### config.mk
export PLATFORM = sky130hd
export DESIGN_NAME = operand_entry
export DESIGN_NICKNAME = d
export VERILOG_FILES = /design/src/rtl/calc_pkg.sv /design/src/rtl/key_edge_det.sv /design/src/rtl/operand_entry.sv
export SDC_FILE = /design/constraint.sdc
export NUM_CORES = 1
export LEC_CHECK = 0
export ABC_AREA = 1
export ABC_CLOCK_PERIOD_IN_PS = 1300
export CORE_ASPECT_RATIO = 0.8
export CORE_MARGIN = 4
export CORE_UTILIZATION = 40
export DETAILED_ROUTE_END_ITERATION = 8
export PLACE_DENSITY = 0.68
export SLEW_MARGIN = 20
export SYNTH_ARGS = -nofsm -noshare
export SYNTH_HDL_FRONTEND = slang
export SYNTH_SLANG_ARGS = --single-unit
### constraint.sdc
create_clock -name clk_sw -period 1.3 [get_ports clk_sw]
set_input_delay 0.26 -clock clk_sw [delete_from_list [all_inputs] [get_ports clk_sw]]
set_output_delay 0.26 -clock clk_sw [all_outputs]
set_load 0.005 [all_outputs]
### src/rtl/calc_pkg.sv
// Shared types and width helpers for the calculator operand-entry slice.
package calc_pkg;

  localparam int DEFAULT_DIGIT_W = 4;
  localparam int KEY_IDLE        = 0;

  typedef enum logic {
    ENTRY = 1'b0,
    READY = 1'b1
  } state_t;

  function automatic int key_w(input int num_ops);
    return $clog2(num_ops + 1);
  endfunction

  // Operand index width; never zero so a single operand still gets a 1-bit select.
  function automatic int sel_w(input int num_ops);
    return (num_ops > 1) ? $clog2(num_ops) : 1;
  endfunction

endpackage

### src/rtl/key_edge_det.sv
// Key edge detector: one event per change of key code into a valid operand select.
module key_edge_det
  import calc_pkg::*;
#(
  parameter int KEY_W   = 2,
  parameter int NUM_OPS = 2,
  parameter int SEL_W   = sel_w(NUM_OPS)
) (
  input  logic             clk_sw,
  input  logic             rst_n,
  input  logic [KEY_W-1:0] key,
  output logic             evt,
  output logic [SEL_W-1:0] sel
);

  localparam logic [KEY_W-1:0] KEY_MAX  = KEY_W'(NUM_OPS);
  localparam logic [KEY_W-1:0] KEY_NONE = KEY_W'(KEY_IDLE);

  logic [KEY_W-1:0] key_prev;
  logic [KEY_W-1:0] key_m1;

  // Out-of-range codes still land in key_prev so returning to a valid code fires.
  always_ff @(posedge clk_sw or negedge rst_n) begin
    if (!rst_n) key_prev <= '0;
    else        key_prev <= key;
  end

  assign key_m1 = key - KEY_W'(1);
  assign evt    = (key != key_prev) && (key != KEY_NONE) && (key <= KEY_MAX);
  assign sel    = SEL_W'(key_m1);

endmodule

### src/rtl/operand_entry.sv
// Operand entry: shifts switch digits into NUM_OPS operands and offers them to the ALU.
// Define OPERAND_ENTRY_SYNC_EN to add 2-flop synchronisers on digit, key and clear inputs.
//
// state | meaning
// ENTRY | collecting digits; at least one operand is still empty
// READY | every operand holds a digit; ops_valid high until handshake or clear
module operand_entry
  import calc_pkg::*;
#(
  parameter int DIGIT_W   = DEFAULT_DIGIT_W,
  parameter int DIGITS    = 2,
  parameter int NUM_OPS   = 2,
  parameter bit INVERT_IN = 1'b1,
  parameter int OP_W      = DIGIT_W * DIGITS,
  parameter int KEY_W     = key_w(NUM_OPS)
) (
  input  logic                     clk_sw,
  input  logic                     rst_n,
  input  logic [DIGIT_W-1:0]       in_number_from_top,
  input  logic [KEY_W-1:0]         key_from_top,
  input  logic                     clr_from_top,
  input  logic                     ops_ready,
  output logic [NUM_OPS*OP_W-1:0]  ops_bus,
  output logic                     ops_valid,
  output logic                     ovf,
  output logic [OP_W-1:0]          ind
);

  localparam int SEL_W = sel_w(NUM_OPS);
  localparam int CNT_W = $clog2(DIGITS + 1);

  logic [DIGIT_W-1:0] num_s;
  logic [KEY_W-1:0]   key_s;
  logic               clr_s;

`ifdef OPERAND_ENTRY_SYNC_EN
  // Digit, key and clear share one synchroniser so their cycle alignment is kept.
  logic [DIGIT_W+KEY_W:0] sync_q1;
  logic [DIGIT_W+KEY_W:0] sync_q2;

  always_ff @(posedge clk_sw or negedge rst_n) begin
    if (!rst_n) begin
      sync_q1 <= '0;
      sync_q2 <= '0;
    end else begin
      sync_q1 <= {clr_from_top, key_from_top, in_number_from_top};
      sync_q2 <= sync_q1;
    end
  end

  assign {clr_s, key_s, num_s} = sync_q2;
`else
  assign num_s = in_number_from_top;
  assign key_s = key_from_top;
  assign clr_s = clr_from_top;
`endif

  logic [DIGIT_W-1:0] digit;
  assign digit = INVERT_IN ? ~num_s : num_s;

  logic             evt;
  logic [SEL_W-1:0] sel;

  key_edge_det #(
    .KEY_W   (KEY_W),
    .NUM_OPS (NUM_OPS),
    .SEL_W   (SEL_W)
  ) u_key_edge_det (
    .clk_sw (clk_sw),
    .rst_n  (rst_n),
    .key    (key_s),
    .evt    (evt),
    .sel    (sel)
  );

  state_t state_q;
  state_t state_d;

  logic [OP_W-1:0]  op_q  [NUM_OPS];
  logic [OP_W-1:0]  op_d  [NUM_OPS];
  logic [CNT_W-1:0] cnt_q [NUM_OPS];
  logic [CNT_W-1:0] cnt_d [NUM_OPS];
  logic [SEL_W-1:0] last_sel_q;
  logic [SEL_W-1:0] last_sel_d;
  logic             ovf_d;
  logic [OP_W-1:0]  ind_d;

  logic [OP_W-1:0]  op_sel;
  logic [OP_W-1:0]  op_shift;
  logic [CNT_W-1:0] cnt_sel;
  logic             sel_full;
  logic             clear;
  logic             do_key;
  logic             all_filled;

  // Clear beats handshake beats key event; a dropped key is still remembered by the detector.
  always_comb begin
    op_sel  = '0;
    cnt_sel = '0;
    for (int i = 0; i < NUM_OPS; i++) begin
      if (sel == SEL_W'(i)) begin
        op_sel  = op_q[i];
        cnt_sel = cnt_q[i];
      end
    end
    sel_full = (cnt_sel == CNT_W'(DIGITS));
    op_shift = (op_sel << DIGIT_W) | OP_W'(digit);
    clear    = clr_s | (ops_valid & ops_ready);
    do_key   = evt & ~clear;
  end

  always_comb begin
    for (int i = 0; i < NUM_OPS; i++) begin
      op_d[i]  = op_q[i];
      cnt_d[i] = cnt_q[i];
    end
    ovf_d      = ovf;
    last_sel_d = last_sel_q;

    if (clear) begin
      for (int i = 0; i < NUM_OPS; i++) begin
        op_d[i]  = '0;
        cnt_d[i] = '0;
      end
      ovf_d = 1'b0;
    end else if (do_key) begin
      last_sel_d = sel;
      if (sel_full) begin
        ovf_d = 1'b1;
      end else begin
        for (int i = 0; i < NUM_OPS; i++) begin
          if (sel == SEL_W'(i)) begin
            op_d[i]  = op_shift;
            cnt_d[i] = cnt_q[i] + CNT_W'(1);
          end
        end
      end
    end

    ind_d      = '0;
    all_filled = 1'b1;
    for (int i = 0; i < NUM_OPS; i++) begin
      if (last_sel_d == SEL_W'(i)) ind_d = op_d[i];
      if (cnt_d[i] == '0)          all_filled = 1'b0;
    end
  end

  always_ff @(posedge clk_sw or negedge rst_n) begin
    if (!rst_n) begin
      for (int i = 0; i < NUM_OPS; i++) begin
        op_q[i]  <= '0;
        cnt_q[i] <= '0;
      end
      ovf        <= 1'b0;
      ind        <= '0;
      last_sel_q <= '0;
    end else begin
      for (int i = 0; i < NUM_OPS; i++) begin
        op_q[i]  <= op_d[i];
        cnt_q[i] <= cnt_d[i];
      end
      ovf        <= ovf_d;
      ind        <= ind_d;
      last_sel_q <= last_sel_d;
    end
  end

  always_ff @(posedge clk_sw or negedge rst_n) begin
    if (!rst_n) state_q <= ENTRY;
    else        state_q <= state_d;
  end

  always_comb begin
    state_d = state_q;
    if (clear)                                 state_d = ENTRY;
    else if (state_q == ENTRY && all_filled)   state_d = READY;
  end

  // ops_valid is the READY flop itself, so it rises with the completing digit.
  always_comb begin
    ops_valid = (state_q == READY);
  end

  always_comb begin
    ops_bus = '0;
    for (int i = 0; i < NUM_OPS; i++) begin
      ops_bus[i*OP_W +: OP_W] = op_q[i];
    end
  end

endmodule

==> run metrics, run 1 <==
utilization after layout 73.3%; Leak 1.62 nW; EDFF count, synth 0; Max-cap violations 0; Final min period 1540 ps; syn nets 214; Arr. time, crit path 1770 ps; via total after detailed routing 1735; setup ws final -239 ps; Crit. End Element flop; ANT cells 0; GR Util All Layers 20.1%; CP max stage cell dfrtp_1; Synth area leaders dfrtp_1 49%, nand2_1 17%, inv_1 5.6%, o21ai_0 3.9%, nand3_1 3.3%; drt wl/cell 14.9 um; Bufs and invs on worst path 3; Initial Utilization 42.9%; Synth Area in Compound Gates 8.61%; dpl ws -656 ps; Slew @ Worst Pin 298 ps; largest family of logic cells by synthesized area simple AND/OR/NAND/NOR gates; IO buf count 35; Worst setup SP type flop; layout cells sized above 1 43.4%; Hold Fails Final Rpt 0; total power 2.95 mW; adder-cell share of the synthesized area 0%; dominant cell type by area after synthesis dfrtp_1; fraction of registers with async set/reset 100%; # rows 20; first-pass GRT wire length 7.87 mm; post-synthesis mux area share 0%; Mapped Area 1690 sq um; core area 3930 sq um; CTS tree yes; clock root buffer clkbuf_8; area grow syn2layout 70.8%; worst vdd ir 0.568 mV; Max-slew headroom 79.9%; hold_ws 330 ps; Avg Cell Area, Syn 8.27 sq um; Layout Nets 311; xor and xnor fraction of the mapped netlist area 0%; Clock Sinks 33; clock latency on the worst-skew pair 290 ps; io pins 36; Crit Path Class reg2reg; outcome finished, violations left; Final Setup Violations 18; Reg2Reg Setup Slack -240 ps; Worst EP required 1530 ps; Post-synth top flop dfrtp_1; CTS H-tree lvls 2; dpl hpwl 3.02 mm; via/cell ratio 4.86; final WL 5.31 mm; Filler Cell Count 269; Final GP Congestion 0.790; Synth Register Bits 33; die height 66.1 um; register area share after synthesis 49.0%; sequence of cells on the critical path inv_1 -> nand2_1 -> nand2_2 -> nand2_8 -> nand2_4 -> inv_4 -> o21ai_4 -> buf_12 -> nand4_1 -> nand2_2; CTS buffer count 5; Max Fclk 0.650 GHz; Synth Instances 204; post-synth top area share 49.0%; initial antenna violation count 0; post-synth cell types 25; failing checks setup timing; Post-synth top cells 77 x nand2_1, 33 x dfrtp_1, 25 x inv_1; Final Max Slew Viols 0; Synth Area in Simple Gates 32.8%; worst min path class in2async; cell mode on critical path nand2_2; RSZ-0062 raised after global routing yes; detailed-route DRC error count 0; most frequent cell after synthesis nand2_1; crit path max fanout 5; Final Cycle Share 118%; number of global-route vias before repair 1622; largest net degree at the start of global routing 34; starting DRC count in detailed routing 74; drt pass-1 iters 4; Die W 80.6 um; slowest stage delay, CP 390 ps; CTS Buffer Depth 2; yosys warns 0; Die Area 5330 sq um; clock-pin slew on the worst setup and hold paths 80 ps; Pwr per Cell Area 1030 nW/um^2; GRT Residual Overflow 0; clock skew 13.8 ps; hold bufs inserted after CTS 0; ANT nets after route 0; Crit path max-delay family simple AND/OR/NAND/NOR gates
-- through the flow --
step	cells	setup TNS, ps	area (sq um)
floorplan	204	-447	1690
global placement	319	-14390	2330
detailed placement	319	-15100	2330
CTS	351	-1760	2690
global route	357	-4120	2880
finish	357	-2300	2880
-- state kept, by name (all words and copies together) (netlist names) --
| register | count |
|---|---|
| cnt_q | 4 |
| ind | 8 |
| ops_valid | 1 |
| ops_bus | 16 |
| last_sel_q | 1 |
| u_key_edge_det.key_prev | 2 |
| ovf | 1 |
-- cell usage in the layout (no fill, tap or decap) --
master / n
o21ai_1: 2
clkdlybuf4s50_1: 6
nand2_2: 21
buf_12: 5
nand4_1: 8
a21oi_4: 2
a21oi_2: 3
dlygate4sd2_1: 28
clkbuf_8: 6
o21ai_4: 1
o21ai_0: 6
inv_12: 1
nand3_1: 9
nor2_2: 1
inv_2: 8
nor2_4: 5
bufinv_8: 1
buf_16: 1
nand2_8: 2
clkbuf_1: 1
nand2_4: 10
or2_4: 1
bufinv_16: 1
a21oi_1: 1
buf_6: 7
dfrtp_1: 33
inv_4: 1
nor2_1: 4
nand2_1: 50
nand3_2: 2
buf_4: 47
o21ai_2: 5
o211ai_1: 1
or2_0: 1
inv_1: 19
or2_1: 2
-- path summary, 6_finish.rpt --
check | endpoint | start | cells after the start
min reg2reg | ovf$_DFFE_PN0P_ | ovf$_DFFE_PN0P_ | 2
max in group asynchronous | cnt_q[2]$_DFF_PN0_ | rst_n | 2
min in group clk_sw | u_key_edge_det.key_prev[1]$_DFF_PN0_ | key_from_top[1] | 2
max | ind[3]$_DFF_PN0_ | u_key_edge_det.key_prev[0]$_DFF_PN0_ | 10
min | cnt_q[1]$_DFF_PN0_ | rst_n | 2
max reg2reg | ind[3]$_DFF_PN0_ | u_key_edge_det.key_prev[0]$_DFF_PN0_ | 10
-- worst register-to-register path, delay by kind of cell, from the launching register on --
kind,cells,cell delay (ps)
AO/OA/AOI/OAI,1,220
flip-flops,1,390
buffers and inverters,3,280
AND/OR/NAND/NOR,6,580
-- logic make-up (layout without fill, tap and decap cells) --
group,Yosys count,in the layout
and+or+nand+nor,116,116
buffers and inverters,34,132
DFF,33,33
AOI/OAI and AO/OA,21,21
-- timing repair --
action,4_1_cts,5_1_grt
gates cloned,1,0
setup buffers,23,9
endpoints found under the setup margin,57,30
endpoints found under the hold margin,0,0
gates resized for setup,49,56
pin swaps,18,26
-- report_power, final --
part           total [mW]  switching, mW  internal, mW  leakage (nW)
sequential           1.12         0.0337          1.09         0.445
combinational       0.818          0.409         0.409          1.12
clock                1.01          0.388         0.625        0.0585
total                2.95          0.831          2.12          1.62
-- layer usage --
| metal | vias to the layer above | global-route usage, % | wire (um) |
|---|---|---|---|
| li1 | 835 | - | - |
| met1 | 824 | 26.5 | 2250 |
| met2 | 61 | 32.2 | 2560 |
| met3 | 15 | 5.18 | 352 |
| met4 | 0 | 6.75 | 143 |
| met5 | - | 0 | 0 |
-- area by class of cell --
type                    count  area, sq um  share of cell area [%]
flip-flops and latches     33          826                    28.7
clock inverters             1         30.0                    1.04
inverters                  30          141                    4.91
repair buffers             94          865                    30.0
multi-input cells         137          863                    30.0
clock buffers               7         86.3                    3.00
well taps                  55         68.8                    2.39
Power figures use the tool's default switching activity.
==> run 2, diff against run 1 <==
CTS_CLUSTER_DIAMETER = 60   (was unset)
SYNTH_HIERARCHICAL = 1   (was unset)
==> run metrics, run 2 <==
Comb power frac 19.8% (-7.9 points); EDFF count, synth 0 (unchanged); Max-slew headroom 85.5% (+5.6 points); final WL 4.11 mm (-23%); RSZ-0062 raised after global routing yes; post-synth cell types 25 (unchanged); core area 3880 sq um (-1.3%); Mapped Area 1650 sq um (-2.4%); Sw Pwr 0.639 mW (-23%); via/cell ratio 4.85 (-0.18%); Final Setup Violations 25 (+7); Synth Instances 191 (-6.4%); xor and xnor fraction of the mapped netlist area 0% (unchanged); setup ws final -188 ps (+51.7 ps); GR Util All Layers 17.5% (-2.6 points); total internal power 1.64 mW (-23%); CTS buffer count 5 (unchanged); met3 wire length 268 um (-24%); Crit Path Class reg2reg; Worst R2R Path Depth 10 (unchanged); clock root buffer clkbuf_8; layout cells sized above 1 30.7% (-13 points); CP max stage cell dfrtp_1; GRT Residual Overflow 0 (unchanged); Die W 79.7 um (-1.1%); CTS H-tree lvls 2 (unchanged); Reg2Reg Setup Slack -190 ps (+50 ps); Final GP Congestion 0.807 (+2.2%); Final Cycle Share 114% (-4.0 points); Net Sw Frac 28.0% (-0.11 points); IO buf count 35 (unchanged); Worst R2R End ind[5]$_DFF_PN0_; number of global-route vias before repair 1490 (-8.1%); Clock Sinks 33 (unchanged); Post-synth top cells 50 x nand2_1, 33 x dfrtp_1, 28 x inv_1; # rows 20 (unchanged); Hold Fails Final Rpt 0 (unchanged); DP Cell Count 296 (-7.2%); commonest non-fill, non-tap cell in the layout nand2_1; DRT met1 WL 1.88 mm (-17%); register area share after synthesis 50.2% (+1.2 points); Critical Path Start u_key_edge_det/key_prev[1]$_DFF_PN0_; Worst setup endpoint ind[5]$_DFF_PN0_; Filler Cell Count 329 (+22%); detailed-route DRC error count 0 (unchanged); DR top layer met4; Final min period 1490 ps (-51.7 ps); worst vdd ir 0.497 mV (-12%); largest family of logic cells by synthesized area simple AND/OR/NAND/NOR gates; Arr. time, crit path 1720 ps (-50 ps); ANT nets after route 0 (unchanged); sequence of cells on the critical path nand2_1 -> nand2_1 -> nand2_2 -> nand3_4 -> nor2_8 -> buf_12 -> nand2_8 -> nand2_2 -> nand4_1 -> nand2_2; Final Non-Filler Cells 316 (-11%); crit path max fanout 8 (+3); Layout Nets 270 (-13%); ANT cells 0 (unchanged); CTS Buffer Depth 2 (unchanged); worst min path class in2reg; syn nets 201 (-6.1%); largest net degree at the start of global routing 34 (unchanged); clock skew 6.73 ps (-7.08 ps); met2 wire length 1.92 mm (-25%); outcome finished, violations left; clock-pin slew on the worst setup and hold paths 60 ps (-20 ps); dominant cell type by area after synthesis dfrtp_1; Register Area 826 sq um (unchanged); dpl hpwl 2.84 mm (-6.2%); Synth area leaders dfrtp_1 50%, nand2_1 11%, nand4_1 7.2%, inv_1 6.4%, and3_1 4.6%; Worst EP required 1530 ps (about the same); Slew @ Worst Pin 217 ps (-81.6 ps); initial antenna violation count 0 (unchanged); failing checks setup timing; drt pass-1 iters 4 (unchanged); dpl ws -626 ps (+30.2 ps); fin area 2480 sq um (-14%); Crit. End Element flop; Pwr per Cell Area 918 nW/um^2 (-11%); Multi-input gate area 778 sq um (-9.9%); register share of total power 47.9% (+9.9 points); Cell Area, Placed 2210 sq um (-5.0%); io pins 36 (unchanged); Max Fclk 0.672 GHz (+3.5%); max FFs per register 16 (unchanged); adder-cell share of the synthesized area 0% (unchanged); Final Max Slew Viols 0 (unchanged); die height 65.4 um (-1.1%); clock share of power 32.3% (-2.0 points); slowest stage delay, CP 380 ps (about the same); hold bufs inserted after CTS 0 (unchanged); Worst setup SP type flop; total negative slack -2580 ps (-277 ps); area grow syn2layout 50.8%; Max-cap violations 0 (unchanged); cell mode on critical path nand2_2; post-synth top area share 50.2% (+1.2 points); clock latency on the worst-skew pair 290 ps (about the same); Post-synth top flop dfrtp_1; commonest non-fill, non-tap cells in the layout 34 x nand2_1, 33 x dfrtp_1, 26 x inv_1, 26 x dlygate4sd2_1, 23 x buf_4; CTS tree yes; drt wl/cell 13.0 um (-13%); Synth Area in Compound Gates 3.34% (-5.3 points); Synth Register Bits 33 (unchanged); via total after detailed routing 1533 (-12%); Die Area 5210 sq um (-2.1%); fraction of registers with async set/reset 100% (unchanged); Leak 1.43 nW (-12%); Initial Utilization 42.5% (-0.48 points); yosys warns 6 (+6); starting DRC count in detailed routing 71 (-4.1%); post-synthesis mux area share 0% (unchanged); FF-to-FF Start u_key_edge_det/key_prev[1]$_DFF_PN0_; first-pass GRT wire length 6.97 mm (-11%); most frequent cell after synthesis nand2_1; Synth Area in Simple Gates 37.8% (+5.0 points); total power 2.28 mW (-23%); Avg Cell Area, Syn 8.62 sq um (+4.3%)
run 2: cell types whose count changed in the layout (fill, tap and decap cells not counted), moves of 6 or more:
cell and change:
buf_4 -24, nand4_1 +11, inv_1 +7, inv_2 -6, nand2_1 -16, and3_1 +12
run 2: what timing repair did:
action                                  4_1_cts  5_1_grt
resized for setup                            57       13
cloned                                        1        0
setup buffers                                 9        2
endpoints found under the setup margin       56       30
pin swaps                                    20       13
run 2: worst min path at each step:
stage | from | end | cells after the start
4_1_cts | key_from_top[1] | u_key_edge_det/key_prev[1]$_DFF_PN0_ | 1
3_3_place_gp | ovf$_DFFE_PN0P_ | ovf$_DFFE_PN0P_ | 1
5_1_grt | key_from_top[1] | u_key_edge_det/key_prev[1]$_DFF_PN0_ | 1
2_1_floorplan | rst_n | cnt_q[0]$_DFF_PN0_ | 0
6_report | key_from_top[1] | u_key_edge_det/key_prev[1]$_DFF_PN0_ | 1
3_5_place_dp | ovf$_DFFE_PN0P_ | ovf$_DFFE_PN0P_ | 1
run 2: cell type report:
class                           instances  share of cell area [%]
Clock buffer                            6                    2.92
Timing Repair Buffer                   65                    23.9
Sequential cell                        33                    33.2
Inverter                               32                    5.44
Clock inverter                          2                   0.403
Tap cell                               55                    2.77
Multi-Input combinational cell        123                    31.3
run 2: worst max-delay path, delay by kind of cell (launching register included):
kind / cells / cell delay [ps]
AND/OR/NAND/NOR: 9 / 920
flip-flops: 1 / 380
buffers and inverters: 1 / 130
run 2: cells by family after synthesis:
family | count (synthesis)
flip-flops | 33
AO/OA/AOI/OAI | 9
AND/OR/NAND/NOR | 113
buffers and inverters | 36
run 2: stage by stage:
stage | hold slack [ps] | utilization, %
final | 243 | 64.0
after global routing | 246 | 64.0
after CTS | 236 | 62.7
after detailed placement | 486 | 57.1
after global placement | 486 | 57.1
after floorplan | -35.6 | -
run 2: power groups by stage:
| stage | registers (mW) | logic [mW] | clock network, mW |
|---|---|---|---|
| floorplan | 1.12 | 0.186 | 0 |
| global placement | 1.11 | 0.393 | 0 |
| detailed placement | 1.11 | 0.394 | 0 |
| CTS | 1.09 | 0.428 | 0.761 |
| global route | 1.10 | 0.500 | 0.815 |
| finish | 1.09 | 0.452 | 0.735 |
run 2: metal layers:
metal / track usage (%) / vias to the layer above
met4: 5.06 / 0
met5: 0 / -
li1: - / 769
met1: 24.3 / 721
met3: 5.62 / 6
met2: 26.5 / 37
==> run 3, diff against run 2 <==
CELL_PAD_IN_SITES_DETAIL_PLACEMENT = 0   (was unset)
CELL_PAD_IN_SITES_GLOBAL_PLACEMENT = 1   (was unset)
CORE_ASPECT_RATIO = 1.5   (was 0.8)
CORE_UTILIZATION = 33   (was 40)
PLACE_DENSITY = unset   (was 0.68)
PLACE_DENSITY_LB_ADDON = 0.1   (was unset)
SKIP_CTS_REPAIR_TIMING = 1   (was unset)
==> run metrics, run 3 (synthesis gave the netlist of run 2 again) <==
dpl hpwl 3.18 mm (+12%); total negative slack -3000 ps (-427 ps); CTS tree yes; ANT nets after route 0 (unchanged); commonest non-fill, non-tap cells in the layout 45 x nand2_1, 33 x dfrtp_1, 28 x dlymetal6s2s_1, 27 x inv_1, 23 x buf_4; Hold Fails Final Rpt 0 (unchanged); # rows 31 (+55%); die height 94.5 um (+45%); Leak 1.78 nW (+24%); total internal power 1.91 mW (+16%); Final Max Slew Viols 0 (unchanged); failing checks setup timing; via/cell ratio 4.65 (-4.2%); Net Sw Frac 25.0% (-3.0 points); core area 4850 sq um (+25%); sequence of cells on the critical path nand2_1 -> nand2_1 -> nand2_2 -> nand3_4 -> nor2_8 -> buf_12 -> nand2_8 -> nand2_2 -> nand4_1 -> nand2_1; Clock Sinks 33 (unchanged); layout cells sized above 1 25.7% (-5.0 points); clock root buffer clkbuf_8; ANT cells 0 (unchanged); CTS Buffer Depth 2 (unchanged); detailed-route DRC error count 0 (unchanged); Max Fclk 0.672 GHz (about the same); Worst EP required 1520 ps (about the same); setup ws final -187 ps (+0.527 ps); first-pass GRT wire length 7.11 mm (+2.0%); Final min period 1490 ps (-0.527 ps); Initial Utilization 34.0% (-8.5 points); drt pass-1 iters 4 (unchanged); GRT Residual Overflow 0 (unchanged); IO buf count 35 (unchanged); Die Area 6210 sq um (+19%); initial antenna violation count 0 (unchanged); clock skew 3.77 ps (-2.96 ps); clock-pin slew on the worst setup and hold paths 70 ps (about the same); starting DRC count in detailed routing 39 (-45%); worst min path class in2reg; Crit path max-delay family simple AND/OR/NAND/NOR gates; final WL 4.46 mm (+8.4%); CTS buffer count 5 (unchanged); CP max stage cell dfrtp_1; Crit Path Class reg2reg; crit path max fanout 9 (+1); register share of total power 43.0% (-4.9 points); cell mode on critical path nand2_1; Final Setup Violations 25 (unchanged); via total after detailed routing 1501 (-2.1%); commonest non-fill, non-tap cell in the layout nand2_1; CTS H-tree lvls 2 (unchanged); Final GP Congestion 0.774 (-4.0%); Pwr per Cell Area 992 nW/um^2 (+8.1%); Crit. End Element flop; dpl ws -642 ps (-16.9 ps); GR Util All Layers 15.2% (-2.3 points); area grow syn2layout 55.9%; RSZ-0062 raised after global routing yes; max FFs per register 16 (unchanged); number of global-route vias before repair 1528 (+2.6%); Slew @ Worst Pin 227 ps (+10.2 ps); Die W 65.7 um (-18%); Arr. time, crit path 1710 ps (about the same); worst vdd ir 0.622 mV (+25%); drt wl/cell 13.8 um (+6.1%); io pins 36 (unchanged); clock latency on the worst-skew pair 280 ps (about the same); Final Cycle Share 114% (about the same); Bufs and invs on worst path 1 (unchanged); largest net degree at the start of global routing 34 (unchanged); Layout Nets 266 (-1.5%); slowest stage delay, CP 390 ps (about the same); Max-cap violations 0 (unchanged); outcome finished, violations left; Max-slew headroom 84.9% (-0.64 points); Worst setup SP type flop; clock share of power 39.3% (+7.0 points); Sw Pwr 0.637 mW (-0.29%); Comb power frac 17.7% (-2.1 points)
[run 3: cell count changes in the layout (fill, tap and decap cells not counted), sizes merged]
cell and change:
nand2 -1, dlygate4sd2 -26, clkinv -2, buf -3
bufinv +1, dlymetal6s2s +27
[run 3: metal layers]
metal / global-route usage (%) / share of wire, %
met1: 16.4 / 40
met5: 0 / 0
met2: 27.1 / 54
met3: 4.17 / 3.5
met4: 6.75 / 2.6
[run 3: layout make-up]
cell class | instances | area (sq um)
Clock inverter | 1 | 30.0
Tap cell | 66 | 82.6
Fill cell | 483 | 2280
Sequential cell | 33 | 826
Inverter | 32 | 128
Clock buffer | 7 | 86.3
Multi-Input combinational cell | 122 | 742
Timing Repair Buffer | 62 | 673
[run 3: per-stage QoR]
stage	utilization [%]	power [mW]	hold WS, ps	std cells	cell area, sq um
after global routing	53.0	2.68	148	323	2570
final	53.0	2.55	147	323	2570
after detailed placement	46.2	1.53	520	307	2240
after floorplan	-	1.30	-35.6	191	1650
after global placement	46.2	1.53	482	307	2240
after CTS	48.6	2.54	350	315	2360
[run 3: power groups by stage]
stage	Clock [mW]	Sequential [mW]	Combinational (mW)
2_1_floorplan	0	1.12	0.186
3_3_place_gp	0	1.12	0.411
3_5_place_dp	0	1.12	0.410
4_1_cts	1.03	1.10	0.413
5_1_grt	1.08	1.10	0.502
6_report	1.00	1.09	0.452
[run 3: worst paths after layout]
| kind | slack (ps) | startpoint | endpoint | cells past startpoint |
|---|---|---|---|---|
| min in group asynchronous | 340 | rst_n | ovf$_DFFE_PN0P_ | 2 |
| hold / removal | 150 | key_from_top[0] | u_key_edge_det/key_prev[0]$_DFF_PN0_ | 1 |
| hold reg to reg | 520 | ovf$_DFFE_PN0P_ | ovf$_DFFE_PN0P_ | 1 |
| setup / recovery | -190 | u_key_edge_det/key_prev[0]$_DFF_PN0_ | ind[6]$_DFF_PN0_ | 10 |
| max in group asynchronous | 780 | rst_n | ind[5]$_DFF_PN0_ | 2 |
| setup reg to reg | -190 | u_key_edge_det/key_prev[0]$_DFF_PN0_ | ind[6]$_DFF_PN0_ | 10 |
